$ cat config.mk
export PLATFORM = sky130hd
export DESIGN_NAME = uart_tx_fifo
export DESIGN_NICKNAME = d
export VERILOG_FILES = /design/src/rtl/uart_tx_fifo.sv
export SDC_FILE = /design/constraint.sdc
export NUM_CORES = 1
export LEC_CHECK = 0
export BUFFER_PORTS_ARGS = -buffer_cell sky130_fd_sc_hd__buf_2
export CAP_MARGIN = 20
export CORE_MARGIN = 2
export CORE_UTILIZATION = 49
export DETAILED_ROUTE_END_ITERATION = 10
export PLACE_DENSITY = 0.74
export SYNTH_ARGS = -nofsm -noshare
export SYNTH_HDL_FRONTEND = slang
export SYNTH_SLANG_ARGS = --single-unit
$ cat constraint.sdc
create_clock -name clk -period 2.2 [get_ports clk]
set_clock_uncertainty 0.2 [all_clocks]
set_input_delay 0.11 -clock clk [delete_from_list [all_inputs] [get_ports clk]]
set_output_delay 0.11 -clock clk [all_outputs]
set_load 0.05 [all_outputs]
$ cat src/rtl/uart_tx_fifo.sv
// -----------------------------------------------------------------------------
// uart_tx_fifo
//
// Byte buffer that sits directly in front of the UART transmitter. The
// register interface writes bytes into a small circular FIFO. Bytes are
// launched into the transmitter one at a time over the tx_en / tx_busy
// handshake, so the CPU can queue several bytes without polling busy between
// each.
//
// Parameters
//   DEPTH        FIFO entries (power of two, >= 2)
//   PAYLOAD_BITS byte width, must match the transmitter
//
// Ports
//   clk      in   system clock
//   resetn   in   synchronous active-low reset
//   wr_en    in   write strobe, one byte per cycle
//   wr_data  in   byte to queue
//   flush    in   discard all queued bytes
//   clr_ovf  in   clear the sticky overflow flag
//   full     out  FIFO holds DEPTH bytes
//   empty    out  FIFO holds no bytes
//   level    out  number of queued bytes
//   overflow out  sticky: a write was dropped because the FIFO was full
//   tx_en    out  single-cycle launch strobe to the transmitter
//   tx_data  out  byte to transmit, valid while tx_en is high
//   tx_busy  in   transmitter busy
// -----------------------------------------------------------------------------
module uart_tx_fifo #(
    parameter int DEPTH        = 4,
    parameter int PAYLOAD_BITS = 8
) (
    input  logic                      clk,
    input  logic                      resetn,
    input  logic                      wr_en,
    input  logic [PAYLOAD_BITS-1:0]   wr_data,
    input  logic                      flush,
    input  logic                      clr_ovf,
    output logic                      full,
    output logic                      empty,
    output logic [$clog2(DEPTH):0]    level,
    output logic                      overflow,
    output logic                      tx_en,
    output logic [PAYLOAD_BITS-1:0]   tx_data,
    input  logic                      tx_busy
);

    localparam int PTR_W = $clog2(DEPTH);
    localparam int CNT_W = PTR_W + 1;

    logic [PAYLOAD_BITS-1:0] mem [DEPTH];

    logic [PTR_W-1:0] wr_ptr_q, wr_ptr_d;
    logic [PTR_W-1:0] rd_ptr_q, rd_ptr_d;
    logic [CNT_W-1:0] count_q, count_d;
    logic             launched_q, launched_d;
    logic             overflow_q, overflow_d;
    logic             wr_ok;

    assign full     = (count_q == CNT_W'(DEPTH));
    assign empty    = (count_q == '0);
    assign level    = count_q;
    assign overflow = overflow_q;

    // launched_q masks the single cycle between our strobe and the
    // transmitter raising busy, so tx_en can never fire on adjacent cycles.
    assign tx_en   = !empty && !tx_busy && !launched_q && !flush;
    assign tx_data = mem[rd_ptr_q];

    always_comb begin
        wr_ok      = wr_en && !full && !flush;
        wr_ptr_d   = wr_ptr_q;
        rd_ptr_d   = rd_ptr_q;
        count_d    = count_q;
        launched_d = tx_en;
        overflow_d = overflow_q;

        if (flush) begin
            wr_ptr_d = '0;
            rd_ptr_d = '0;
            count_d  = '0;
        end else begin
            if (wr_ok) begin
                wr_ptr_d = wr_ptr_q + PTR_W'(1);
            end
            if (tx_en) begin
                rd_ptr_d = rd_ptr_q + PTR_W'(1);
            end
            // Fullness is judged on the current count, so a write into a
            // full FIFO is dropped even if a pop happens in the same cycle.
            case ({wr_ok, tx_en})
                2'b10:   count_d = count_q + CNT_W'(1);
                2'b01:   count_d = count_q - CNT_W'(1);
                default: count_d = count_q;
            endcase
        end

        // Set has priority over clear so a simultaneous drop is not lost.
        if (wr_en && full && !flush) begin
            overflow_d = 1'b1;
        end else if (clr_ovf) begin
            overflow_d = 1'b0;
        end
    end

    always_ff @(posedge clk) begin
        if (!resetn) begin
            wr_ptr_q   <= '0;
            rd_ptr_q   <= '0;
            count_q    <= '0;
            launched_q <= 1'b0;
            overflow_q <= 1'b0;
        end else begin
            wr_ptr_q   <= wr_ptr_d;
            rd_ptr_q   <= rd_ptr_d;
            count_q    <= count_d;
            launched_q <= launched_d;
            overflow_q <= overflow_d;
        end
    end

    // Storage is not reset; only the pointers and count define its contents.
    always_ff @(posedge clk) begin
        if (wr_ok) begin
            mem[wr_ptr_q] <= wr_data;
        end
    end

endmodule

* Word level (Yosys, flattened, before mapping)
Memories as Yosys holds them, arrays and structs flattened. A register that Yosys moved wholly into a read port is not among the register bits.
Index checks and enable logic that the tools add are counted.
** Storage, ports and cells
- Flip-flop bits (word level) :: 9
- RAM bits :: 32
- Output and inout bits :: 15
- Logic and storage cells :: 37
- Memories :: 1
** Memories
- mem :: depth 4, bits a word 8, rd ports 1, clocked after memory_dff 1, wr ports 1, line 51 : logic [PAYLOAD_BITS-1:0] mem [DEPTH];
** Cells by class
- $add $sub $neg :: 4
- Equal/unequal tests :: 3
- Mux-type cells :: 7
- Bitwise gates (word level) :: 1
- Reductions and logical operators :: 16
** Operator list (count)
- 1-bit logical AND :: 7
- 3-bit one-hot mux with 2 select lines :: 1
- 1-bit zero test :: 5
- 2-bit by 1-bit adder with 2-bit output (second input constant) :: 2
- 1-bit 2-to-1 mux :: 4
- 2-bit 2-to-1 mux :: 2
- 2-bit nonzero test :: 2
- 3-bit by 1-bit adder with 3-bit output (second input constant) :: 1
- 3-bit == test (second input constant) :: 1
- 3-bit zero test :: 1
- 3-bit by 1-bit subtractor with 3-bit output (second input constant) :: 1
- 2-bit by 1-bit == test with 1-bit output (second input constant) :: 1
- 2-bit == test (second input constant) :: 1
- 2-bit OR reduction :: 1
- 1-bit NOT :: 1

* Depth between registers and ports, before layout
Gate-level depths: netlist (run 1).
- Word-level depth :: 7
- Depth in mapped cells :: 9

* Worst setup path before layout (run 1)
Ideal clock, no wire load.
- Path kind :: register to register
- Start point :: register count_q[0], in the netlist level[0]
- End point :: register count_q[2], in the netlist level[2]
- Library setup time :: 70 ps
- Arrival :: 4001 ps
- Setup slack :: -2071 ps
- Stages on the path, launching flop included :: 9
- Period minus slack after synthesis :: 4271 ps
- Cell sequence :: dfxtp_1 nor3_2 nor4_1 ha_1 inv_1 fa_1 xor2_1 or3_1 a21oi_1
** Between the ends
- Word-level cells in the longest chain between the ends :: 7
- Elaborated cells between the ends (all ways) :: 15
** Ends and longest elaborated chain
- start, declared :: line 55 : logic [CNT_W-1:0] count_q, count_d;
- start signal, assigned :: line 116 : count_q <= count_d;
- 3-bit zero test * :: line 61 : assign empty = (count_q == '0);
- named net empty :: line 40 : output logic empty,
- 1-bit zero test * :: line 67 : assign tx_en = !empty && !tx_busy && !launched_q && !flush;
- 1-bit logical AND * (3 in series) :: line 67
- named net tx_en :: line 43 : output logic tx_en,
- 2-bit by 1-bit == test with 1-bit output or 2-bit == test (tied branches) :: line 91 : case ({wr_ok, tx_en})
- 3-bit one-hot mux with 2 select lines or 2-bit nonzero test (tied branches)
The timed path passes the listed nets; every way through them passes the cells marked *.
A chain may end at the register's enable or synchronous reset.

* Final worst setup path (run 1)
- Start point :: input port flush
- End point :: register count_q[2], in the netlist level[2]
** Between the ends
- Word-level cells in the longest chain between the ends :: 4
- Elaborated cells between the ends (all ways) :: 8
** Ends and longest elaborated chain
- start, declared :: line 37 : input logic flush,
- 1-bit zero test :: line 67, 71
- 1-bit logical AND, on equally long branches :: line 67, 71
- 2-bit by 1-bit == test with 1-bit output or 2-bit == test (tied branches) :: line 91
- 3-bit one-hot mux with 2 select lines or 2-bit nonzero test (tied branches)
Several ways; a longest one is shown, not always the timed one.

==> impl_metrics.tcl, run 1 <==
set metrics [dict create \
    outcome "completed" \
    worstPathCellList "dlygate4sd3_1 > buf_4 > nor4_4 > ha_4 > inv_2 > fa_2 > xor2_1 > or3_1 > a21oi_2" \
    ys_types 27 \
    placed_cells 178 \
    multiInputGateArea_um2 554 \
    die_h_um 63.5 \
    rows 21 \
    drtPass1Iterations 6 \
    drive_gt1_frac 0.378 \
    num_io_pins 29 \
    synthTopCellsByCount "edfxtp_1 (32), dfxtp_1 (11), mux4_2 (8)" \
    hold_path.class "in2reg" \
    nets 175 \
    critPathLaunchType "primary input" \
    seq_area_frac_synth 0.681 \
    postRouteAntennaNets 0 \
    p_leak_nw 0.773 \
    via_per_inst 5.14 \
    clkPwrFrac 0.258 \
    diodes 0 \
    fin_cells 202 \
    reg2reg_depth 7 \
    place_area_um2 1980 \
    crit_buf_inv 3 \
    area_growth_pct 26.3 \
    ir_drop_v 0.000433 \
    grt_max_degree 14 \
    max_stage_delay_ns 0.55 \
    io_buffers 28 \
    synth_compound_area_frac 0.0346 \
    synth_largest_area_cell "edfxtp_1" \
    ys_seq_elements 43 \
    die_w_um 63.5 \
    grt-ovfl-total 0 \
    max_freq_ghz 0.462 \
    setup.worst_path.start "flush" \
    clk-insertion-delay-late_ns 0.34 \
    cts-buffers-inserted 5 \
    tns_ns 0 \
    period_share 0.985 \
    synthMuxAreaShare 0.104 \
    cts_root_buf "clkbuf_4" \
    synth_edf_count 32 \
    slew_violations 0 \
    initial_utilization 0.516 \
    fill_cells 276 \
    power_density_nw_per_um2 623 \
    wl_per_cell_um 15.1 \
    drt_iter0_markers 52 \
    place_ws_ns -0.0137 \
    grt_antenna_before_repair 0 \
    worst_slew_pin_slew_ns 0.430 \
    synth.top_cell.area_share 0.554 \
    async_reset_ff_frac 0 \
    seq_area_um2 1190 \
    internal-power_mw 1.05 \
    rsz0062_at_grt "yes" \
    cpLargestDelayFamily "buffers and inverters" \
    synth_top_family_by_area "multiplexers" \
    synth_flop_cell "edfxtp_1" \
    syn-cell-area_um2 1730 \
    num_vias 1039 \
    rrSetupSlack_ns 0.09 \
    hold_viol 0 \
    grt.total_usage 0.168 \
    path_clk_slew_ns 0.11 \
    cts_tree "done" \
    first_global_vias 1111 \
    power.share.switching 0.229 \
    path_class "in2reg" \
    ys_top_cells_by_area "edfxtp_1 (55%), dfxtp_1 (13%), mux4_2 (10%)" \
    slew_headroom 0.713 \
    pwr-share-comb 0.094 \
    cp_slowest_cell "dlygate4sd3_1" \
    syn_inst 105 \
    drc_errors 0 \
    required_ns 2.27 \
    cts_sinks 43 \
    post-route-min-period_ns 2.17 \
    synthAdderAreaFrac 0.0476 \
    final_area_um2 2190 \
    synth.most_common_cell "edfxtp_1" \
    arrival_ns 2.23 \
    avgSynthCellArea_um2 16.5 \
    clk_path_buf_depth 2 \
    critical_path.endpoint "level[2]$_SDFFE_PP0P_" \
    synth_xor_area_frac 0.0101 \
    path_max_fanout 5 \
    seqPwrFrac 0.648 \
    power_switching_uw 313 \
    synth_nets 125 \
    die_area_um2 4030 \
    ys_warn_count 0 \
    grt_first_pass_wirelength_um 5060 \
    coreArea_um2 3360 \
    fin_ws_ns 0.0338 \
    worst_setup_path_end_kind "flop" \
    place.gp.congestion 0.762 \
    setup_viol 0 \
    crit_cells 9 \
    utilization 0.651 \
    wirelength_um 3050 \
    place_hpwl_um 2140 \
    timing.rr.start "launched_q$_SDFF_PN0_" \
    reg2reg_to "level[2]$_SDFFE_PP0P_" \
    max_cap_violations 0 \
    yosys.area_share.simple 0.0967 \
    h-tree-depth 2 \
]
per-stage QoR:
stage / power, mW / hold WS [ns]
6_report: 1.37 / 0.0568
2_1_floorplan: 0.975 / -0.0133
3_3_place_gp: 1.01 / 0.121
4_1_cts: 1.37 / 0.0523
5_1_grt: 1.41 / 0.0757
3_5_place_dp: 1.01 / 0.128
final cells by class:
| class | count | area share |
|---|---|---|
| clock buffers | 6 | 0.0188 |
| well taps | 46 | 0.0263 |
| inverters | 6 | 0.0103 |
| clock inverters | 2 | 0.00571 |
| flip-flops and latches | 43 | 0.544 |
| repair buffers | 46 | 0.142 |
| multi-input cells | 53 | 0.253 |
power by group through the flow:
stage	Sequential, mW	Clock (mW)	Combinational [mW]
detailed placement	0.903	0	0.110
finish	0.884	0.353	0.128
CTS	0.885	0.362	0.126
floorplan	0.905	0	0.0696
global placement	0.902	0	0.106
global route	0.886	0.389	0.138
flip-flops by register name, indices dropped and copies added, names as in the netlist, named ones only:
signal	flops
overflow	1
level	3
launched_q	1
wr_ptr_q	2
rd_ptr_q	2
mem	32
worst min-delay path, delay by kind of cell:
kind	cells	cell delay, ns
simple gates	2	0.24
buf+inv	1	0.13
compound gates	1	0.08
worst min-delay path by stage:
stage,start,end,slack (ns),cells after the start
detailed placement,wr_data[6],mem[2][6]$_DFFE_PP_,0.13,1
global placement,wr_data[6],mem[0][6]$_DFFE_PP_,0.12,1
global route,tx_busy,rd_ptr_q[1]$_SDFFE_PP0P_,0.08,4
finish,tx_busy,flop,0.06,4
CTS,tx_busy,rd_ptr_q[1]$_SDFFE_PP0P_,0.05,4
floorplan,tx_busy,launched_q$_SDFF_PN0_,-0.01,1
placed cells by master, fill, tap and decap left out, types with 2 or more instances in the layout:
master and instances:
a21oi_1 5, and2_1 4, buf_2 27, buf_4 6, clkbuf_4 5, dfxtp_1 8, dfxtp_4 3, dlygate4sd3_1 13
edfxtp_1 32, ha_1 4, inv_1 5, mux4_2 8, nand2b_1 2, nor2_1 5, nor2b_1 3, o21ai_0 2
o31ai_1 2, or3_1 2, or4_1 2, xor2_1 2
cell families (layout without fill, tap and decap cells):
kind of cell | count (synthesis) | in the layout
buf+inv | 9 | 60
fa+ha+maj | 6 | 6
flops | 43 | 43
compound gates | 11 | 11
xor+xnor | 2 | 2
mux | 8 | 8
simple gates | 26 | 26
routing by layer:
metal,GRT usage,vias up,wire [µm]
met1,0.182,508,1240
met2,0.312,33,1600
met4,0.0489,0,31
met5,0,-,0
li1,-,493,-
met3,0.0536,5,179
what timing repair did:
item,4_1_cts,5_1_grt
setup endpoints to repair,1,1
pin swaps,1,1
gates resized for setup,0,2
setup buffers,1,2
endpoints found under the hold margin,38,0
hold buffers,13,0
No activity file was read; power rests on OpenSTA's default activity.
==> run 2: changes to the inputs <==
--- a/config.mk
+++ b/config.mk
@@ -6,11 +6,14 @@
 export NUM_CORES = 1
 export LEC_CHECK = 0
 export BUFFER_PORTS_ARGS = -buffer_cell sky130_fd_sc_hd__buf_2
-export CAP_MARGIN = 20
+export CAP_MARGIN = 5
+export CELL_PAD_IN_SITES_DETAIL_PLACEMENT = 0
+export CELL_PAD_IN_SITES_GLOBAL_PLACEMENT = 2
 export CORE_MARGIN = 2
-export CORE_UTILIZATION = 49
+export CORE_UTILIZATION = 35
 export DETAILED_ROUTE_END_ITERATION = 10
-export PLACE_DENSITY = 0.74
+export HOLD_SLACK_MARGIN = 0.03
+export PLACE_DENSITY_LB_ADDON = 0.1
 export SYNTH_ARGS = -nofsm -noshare
 export SYNTH_HDL_FRONTEND = slang
 export SYNTH_SLANG_ARGS = --single-unit
==> run 2 against run 1 <==
Compared with the run above: sequential power is essentially flat; non-clock buffer count shrank 2; clock power rose by 63%; critical endpoint unchanged; first-iteration DRC count shrank 29%; largest power group unchanged; combinational power hardly changed; global-route usage shrank 4.8 points; via count decreased by 5.6%.
==> impl_metrics.tcl, run 2 (same netlist as run 1, synthesis figures left out) <==
set metrics [dict create \
    outcome "completed" \
    die_h_um 74.4 \
    path_clk_slew_ns 0.08 \
    via_per_inst 4.46 \
    h-tree-depth 2 \
    postRouteAntennaNets 0 \
    max_cap_violations 0 \
    hold_viol 0 \
    seq_area_um2 1190 \
    critPathLaunchType "flop" \
    worst_slew_pin_slew_ns 0.468 \
    hold_depth 4 \
    drtPass1Iterations 4 \
    fill_cells 443 \
    grt_first_pass_wirelength_um 4730 \
    max_freq_ghz 0.479 \
    grt_max_degree 13 \
    largest_reg_flops 32 \
    reg2reg_depth 7 \
    cts_root_buf "clkbuf_8" \
    rrSetupSlack_ns 0.11 \
    multiInputGateArea_um2 557 \
    cp_slowest_cell "dfxtp_2" \
    required_ns 2.21 \
    clk-insertion-delay-late_ns 0.28 \
    path_max_fanout 5 \
    period_share 0.949 \
    cts_sinks 43 \
    num_vias 981 \
    hold_end "wr_ptr_q[1]$_SDFFE_PP0P_" \
    path_class "reg2reg" \
    io_buffers 28 \
    arrival_ns 2.09 \
    diodes 0 \
    clk_path_buf_depth 2 \
    initial_utilization 0.365 \
    final_area_um2 2250 \
    hold_start "wr_en" \
    worstPathCellList "nor4_4 > ha_4 > inv_2 > fa_2 > xor2_1 > or3_1 > a21oi_2" \
    slew_headroom 0.688 \
    cpLargestDelayFamily "simple AND/OR/NAND/NOR gates" \
    max_stage_delay_ns 0.35 \
    reg2reg_to "level[2]$_SDFFE_PP0P_" \
    place_area_um2 2010 \
    coreArea_um2 4750 \
    post-route-min-period_ns 2.09 \
    drive_gt1_frac 0.392 \
    nets 173 \
    cts-buffers-inserted 5 \
    setup_viol 0 \
    num_io_pins 29 \
    rsz0062_at_grt "yes" \
    drt_iter0_markers 37 \
    rows 25 \
    wirelength_um 3040 \
    die_w_um 74.4 \
    final_cell_mix "edfxtp_1 (32), buf_2 (28), dlygate4sd3_1 (12)" \
    power_density_nw_per_um2 703 \
    area_growth_pct 29.7 \
    tns_ns 0 \
    finalPower_mw 1.58 \
    grt_antenna_before_repair 0 \
    worst_setup_path_end_kind "flop" \
    grt.total_usage 0.120 \
    place_hpwl_um 2100 \
    first_global_vias 1007 \
    largest_register "mem" \
    wl_per_cell_um 13.8 \
    hold_path.class "in2reg" \
    p_leak_nw 0.785 \
    timing.rr.start "launched_q$_SDFF_PN0_" \
    crit_buf_inv 1 \
    final_common_cell "edfxtp_1" \
    drc_errors 0 \
    cts_tree "done" \
    place.gp.congestion 0.686 \
    die_area_um2 5530 \
    ir_drop_v 0.000304 \
    grt-ovfl-total 0 \
    slew_violations 0 \
]
## run 2: final cells by class
| class | count | share of cell area |
|---|---|---|
| inverters | 6 | 0.0100 |
| clock buffers | 6 | 0.0323 |
| well taps | 67 | 0.0373 |
| flip-flops and latches | 43 | 0.531 |
| clock inverters | 1 | 0.0133 |
| multi-input cells | 53 | 0.247 |
| repair buffers | 44 | 0.129 |
## run 2: timing repair
action,4_1_cts,5_1_grt
endpoints found under the setup margin,0,1
hold buffers,12,0
setup buffers,0,1
gates resized for setup,0,4
hold endpoints to repair,37,0
## run 2: how the worst max path moves through the flow
stage,startpoint,end,cells after the start,slack (ns)
after floorplan,level[1]$_SDFFE_PP0P_,level[2]$_SDFFE_PP0P_,8,-0.53
after global routing,launched_q$_SDFF_PN0_,level[2]$_SDFFE_PP0P_,7,-0.02
after detailed placement,level[1]$_SDFFE_PP0P_,level[2]$_SDFFE_PP0P_,8,0.05
final,launched_q$_SDFF_PN0_,level[2]$_SDFFE_PP0P_,7,0.11
after global placement,level[1]$_SDFFE_PP0P_,level[2]$_SDFFE_PP0P_,8,0.11
after CTS,level[1]$_SDFFE_PP0P_,level[2]$_SDFFE_PP0P_,8,0.03
## run 2: power by group
part | internal, mW | switching, mW
Combinational | 0.0487 | 0.0760
Clock | 0.333 | 0.241
Sequential | 0.878 | 0.00553
## run 2: per-layer routing
layer	up-vias	wire length [µm]	share of wire	GRT usage
met2	26	1590	0.52	0.216
met1	464	1280	0.42	0.128
met4	0	22	0.0072	0.0417
met3	2	148	0.049	0.0447
met5	-	0	0	0
li1	489	-	-	-
## run 2: stage by stage
| stage | util | hold WS, ns | std cells | worst slack, ns |
|---|---|---|---|---|
| 2_1_floorplan | - | -0.0133 | 105 | -0.528 |
| 3_3_place_gp | 0.423 | 0.121 | 200 | 0.105 |
| 3_5_place_dp | 0.423 | 0.132 | 200 | 0.0533 |
| 4_1_cts | 0.470 | 0.0373 | 219 | 0.0327 |
| 5_1_grt | 0.473 | 0.0537 | 220 | -0.0179 |
| 6_report | 0.473 | 0.0481 | 220 | 0.113 |
## run 2: worst reg2reg max path: cells and delay by family (launching register included)
kind | cells | cell delay, ns
compound gates | 1 | 0.11
xor+xnor | 1 | 0.15
fa+ha+maj | 2 | 0.51
buf+inv | 1 | 0.04
flops | 1 | 0.35
simple gates | 2 | 0.64
==> run 3: changes to the inputs <==
--- a/config.mk
+++ b/config.mk
@@ -10,7 +10,8 @@
 export CELL_PAD_IN_SITES_DETAIL_PLACEMENT = 0
 export CELL_PAD_IN_SITES_GLOBAL_PLACEMENT = 2
 export CORE_MARGIN = 2
-export CORE_UTILIZATION = 35
+export CORE_UTILIZATION = 37
+export CTS_BUF_LIST = sky130_fd_sc_hd__clkbuf_8
 export DETAILED_ROUTE_END_ITERATION = 10
 export HOLD_SLACK_MARGIN = 0.03
 export PLACE_DENSITY_LB_ADDON = 0.1
==> run 3 against run 2 <==
Compared with the run above: power decreased by 7.5%; die area decreased by 5.1%; final cell count fell by 6.8%; final area decreased by 2.3%; utilization grew 2.1 points; setup slack worse by 0.042 ns; maximum frequency shrank 2.0%; sequential power about the same; non-clock buffer count fell by 1; global-route usage up 0.88 points; critical path depth up 2; wire length fell by 4.0%; critical path type unchanged; largest power group unchanged.
==> impl_metrics.tcl, run 3 (same netlist as run 1, synthesis figures left out) <==
set metrics [dict create \
    arrival_ns 2.15 \
    drc_errors 0 \
    postCtsSetupBuffers 0 \
    outcome "completed" \
    rows 24 \
    cp_slowest_cell "dfxtp_4" \
    required_ns 2.22 \
    path_class "reg2reg" \
    rrSetupSlack_ns 0.07 \
    multiInputGateArea_um2 554 \
    finalPower_mw 1.46 \
    wl_per_cell_um 14.2 \
    place.gp.congestion 0.723 \
    h-tree-depth 2 \
    via_per_inst 4.82 \
    grt_max_degree 13 \
    max_stage_delay_ns 0.37 \
    cpLargestDelayFamily "simple AND/OR/NAND/NOR gates" \
    grt_antenna_before_repair 0 \
    largest_register "mem" \
    tns_ns 0 \
    cts_root_buf "clkbuf_8" \
    ir_drop_v 0.000253 \
    num_io_pins 29 \
    drive_gt1_frac 0.359 \
    hold_path.class "in2reg" \
    coreArea_um2 4440 \
    p_leak_nw 0.773 \
    postRouteAntennaNets 0 \
    drtPass1Iterations 4 \
    hold_viol 0 \
    slew_headroom 0.689 \
    power_density_nw_per_um2 666 \
    post-route-min-period_ns 2.13 \
    slew_violations 0 \
    final_common_cell "edfxtp_1" \
    period_share 0.968 \
    drt_iter0_markers 40 \
    max_cap_violations 0 \
    clk_path_buf_depth 2 \
    path_max_fanout 5 \
    worst_setup_path_end_kind "flop" \
    nets 172 \
    critPathLaunchType "flop" \
    initial_utilization 0.390 \
    grt-ovfl-total 0 \
    fill_cells 409 \
    largest_reg_flops 32 \
    grt.total_usage 0.129 \
    grt_first_pass_wirelength_um 4820 \
    final_cell_mix "edfxtp_1 (32), buf_2 (28), dlygate4sd3_1 (12)" \
    area_growth_pct 26.7 \
    io_buffers 28 \
    cts-buffers-inserted 5 \
    cts_tree "done" \
    diodes 0 \
    setup_viol 0 \
    worst_slew_pin_slew_ns 0.466 \
    die_h_um 72.5 \
    num_vias 988 \
    crit_buf_inv 2 \
    cts_sinks 43 \
    clk-insertion-delay-late_ns 0.29 \
    first_global_vias 992 \
    rsz0062_at_grt "yes" \
    max_freq_ghz 0.470 \
    die_area_um2 5250 \
    worstPathCellList "nor3b_4 > nor2_1 > inv_1 > ha_4 > inv_2 > fa_2 > xor2_1 > or3_1 > a21oi_2" \
    fin_ws_ns 0.0705 \
    wirelength_um 2920 \
    hold_slack_ns 0.0508 \
    seq_area_um2 1190 \
    place_ws_ns 0.0652 \
    die_w_um 72.5 \
    place_hpwl_um 2020 \
    path_clk_slew_ns 0.07 \
]
==> run 3: worst paths after layout <==
| check | endpoint | startpoint | cells past startpoint |
|---|---|---|---|
| hold reg to reg | rd_ptr_q[1]$_SDFFE_PP0P_ | rd_ptr_q[1]$_SDFFE_PP0P_ | 2 |
| hold / removal | wr_ptr_q[1]$_SDFFE_PP0P_ | wr_en | 4 |
| setup reg to reg | level[2]$_SDFFE_PP0P_ | level[1]$_SDFFE_PP0P_ | 9 |
| setup / recovery | level[2]$_SDFFE_PP0P_ | level[1]$_SDFFE_PP0P_ | 9 |
==> run 3: layout make-up <==
class,instances,share of cell area
timing repair buffer,43,0.129
clock buffer,5,0.0313
multi-input combinational,53,0.252
clock inverter,3,0.00513
inverter,6,0.0103
tap,52,0.0296
sequential,43,0.543
==> run 3: worst register-to-register path, cell delays in order (launching register included) <==
cell,delay (ns)
dfxtp_4,0.37
nor3b_4,0.21
nor2_1,0.08
inv_1,0.09
ha_4,0.15
inv_2,0.04
fa_2,0.32
xor2_1,0.15
or3_1,0.33
a21oi_2,0.12
==> run 3: stage by stage <==
stage          std cells  area (µm²)   util
2_1_floorplan        105        1790      -
3_3_place_gp         185        1990  0.448
3_5_place_dp         185        1990  0.448
4_1_cts              205        2190  0.494
5_1_grt              205        2200  0.494
6_report             205        2200  0.494
==> run 3: layer usage <==
metal  track usage  part of all wire
met1         0.141              0.40
met2         0.226              0.53
met3        0.0472             0.055
met4        0.0494            0.0069
met5             0                 0
==> run 3: power by group <==
part	internal, mW	switching (mW)
clock	0.212	0.244
sequential	0.878	0.00544
combinational	0.0485	0.0748
total	1.14	0.324
==> run 3: what timing repair did <==
item | in CTS | in global routing
gates resized for setup | 0 | 1
setup endpoints to repair | 0 | 1
hold buffers | 12 | 0
hold endpoints to repair | 37 | 0
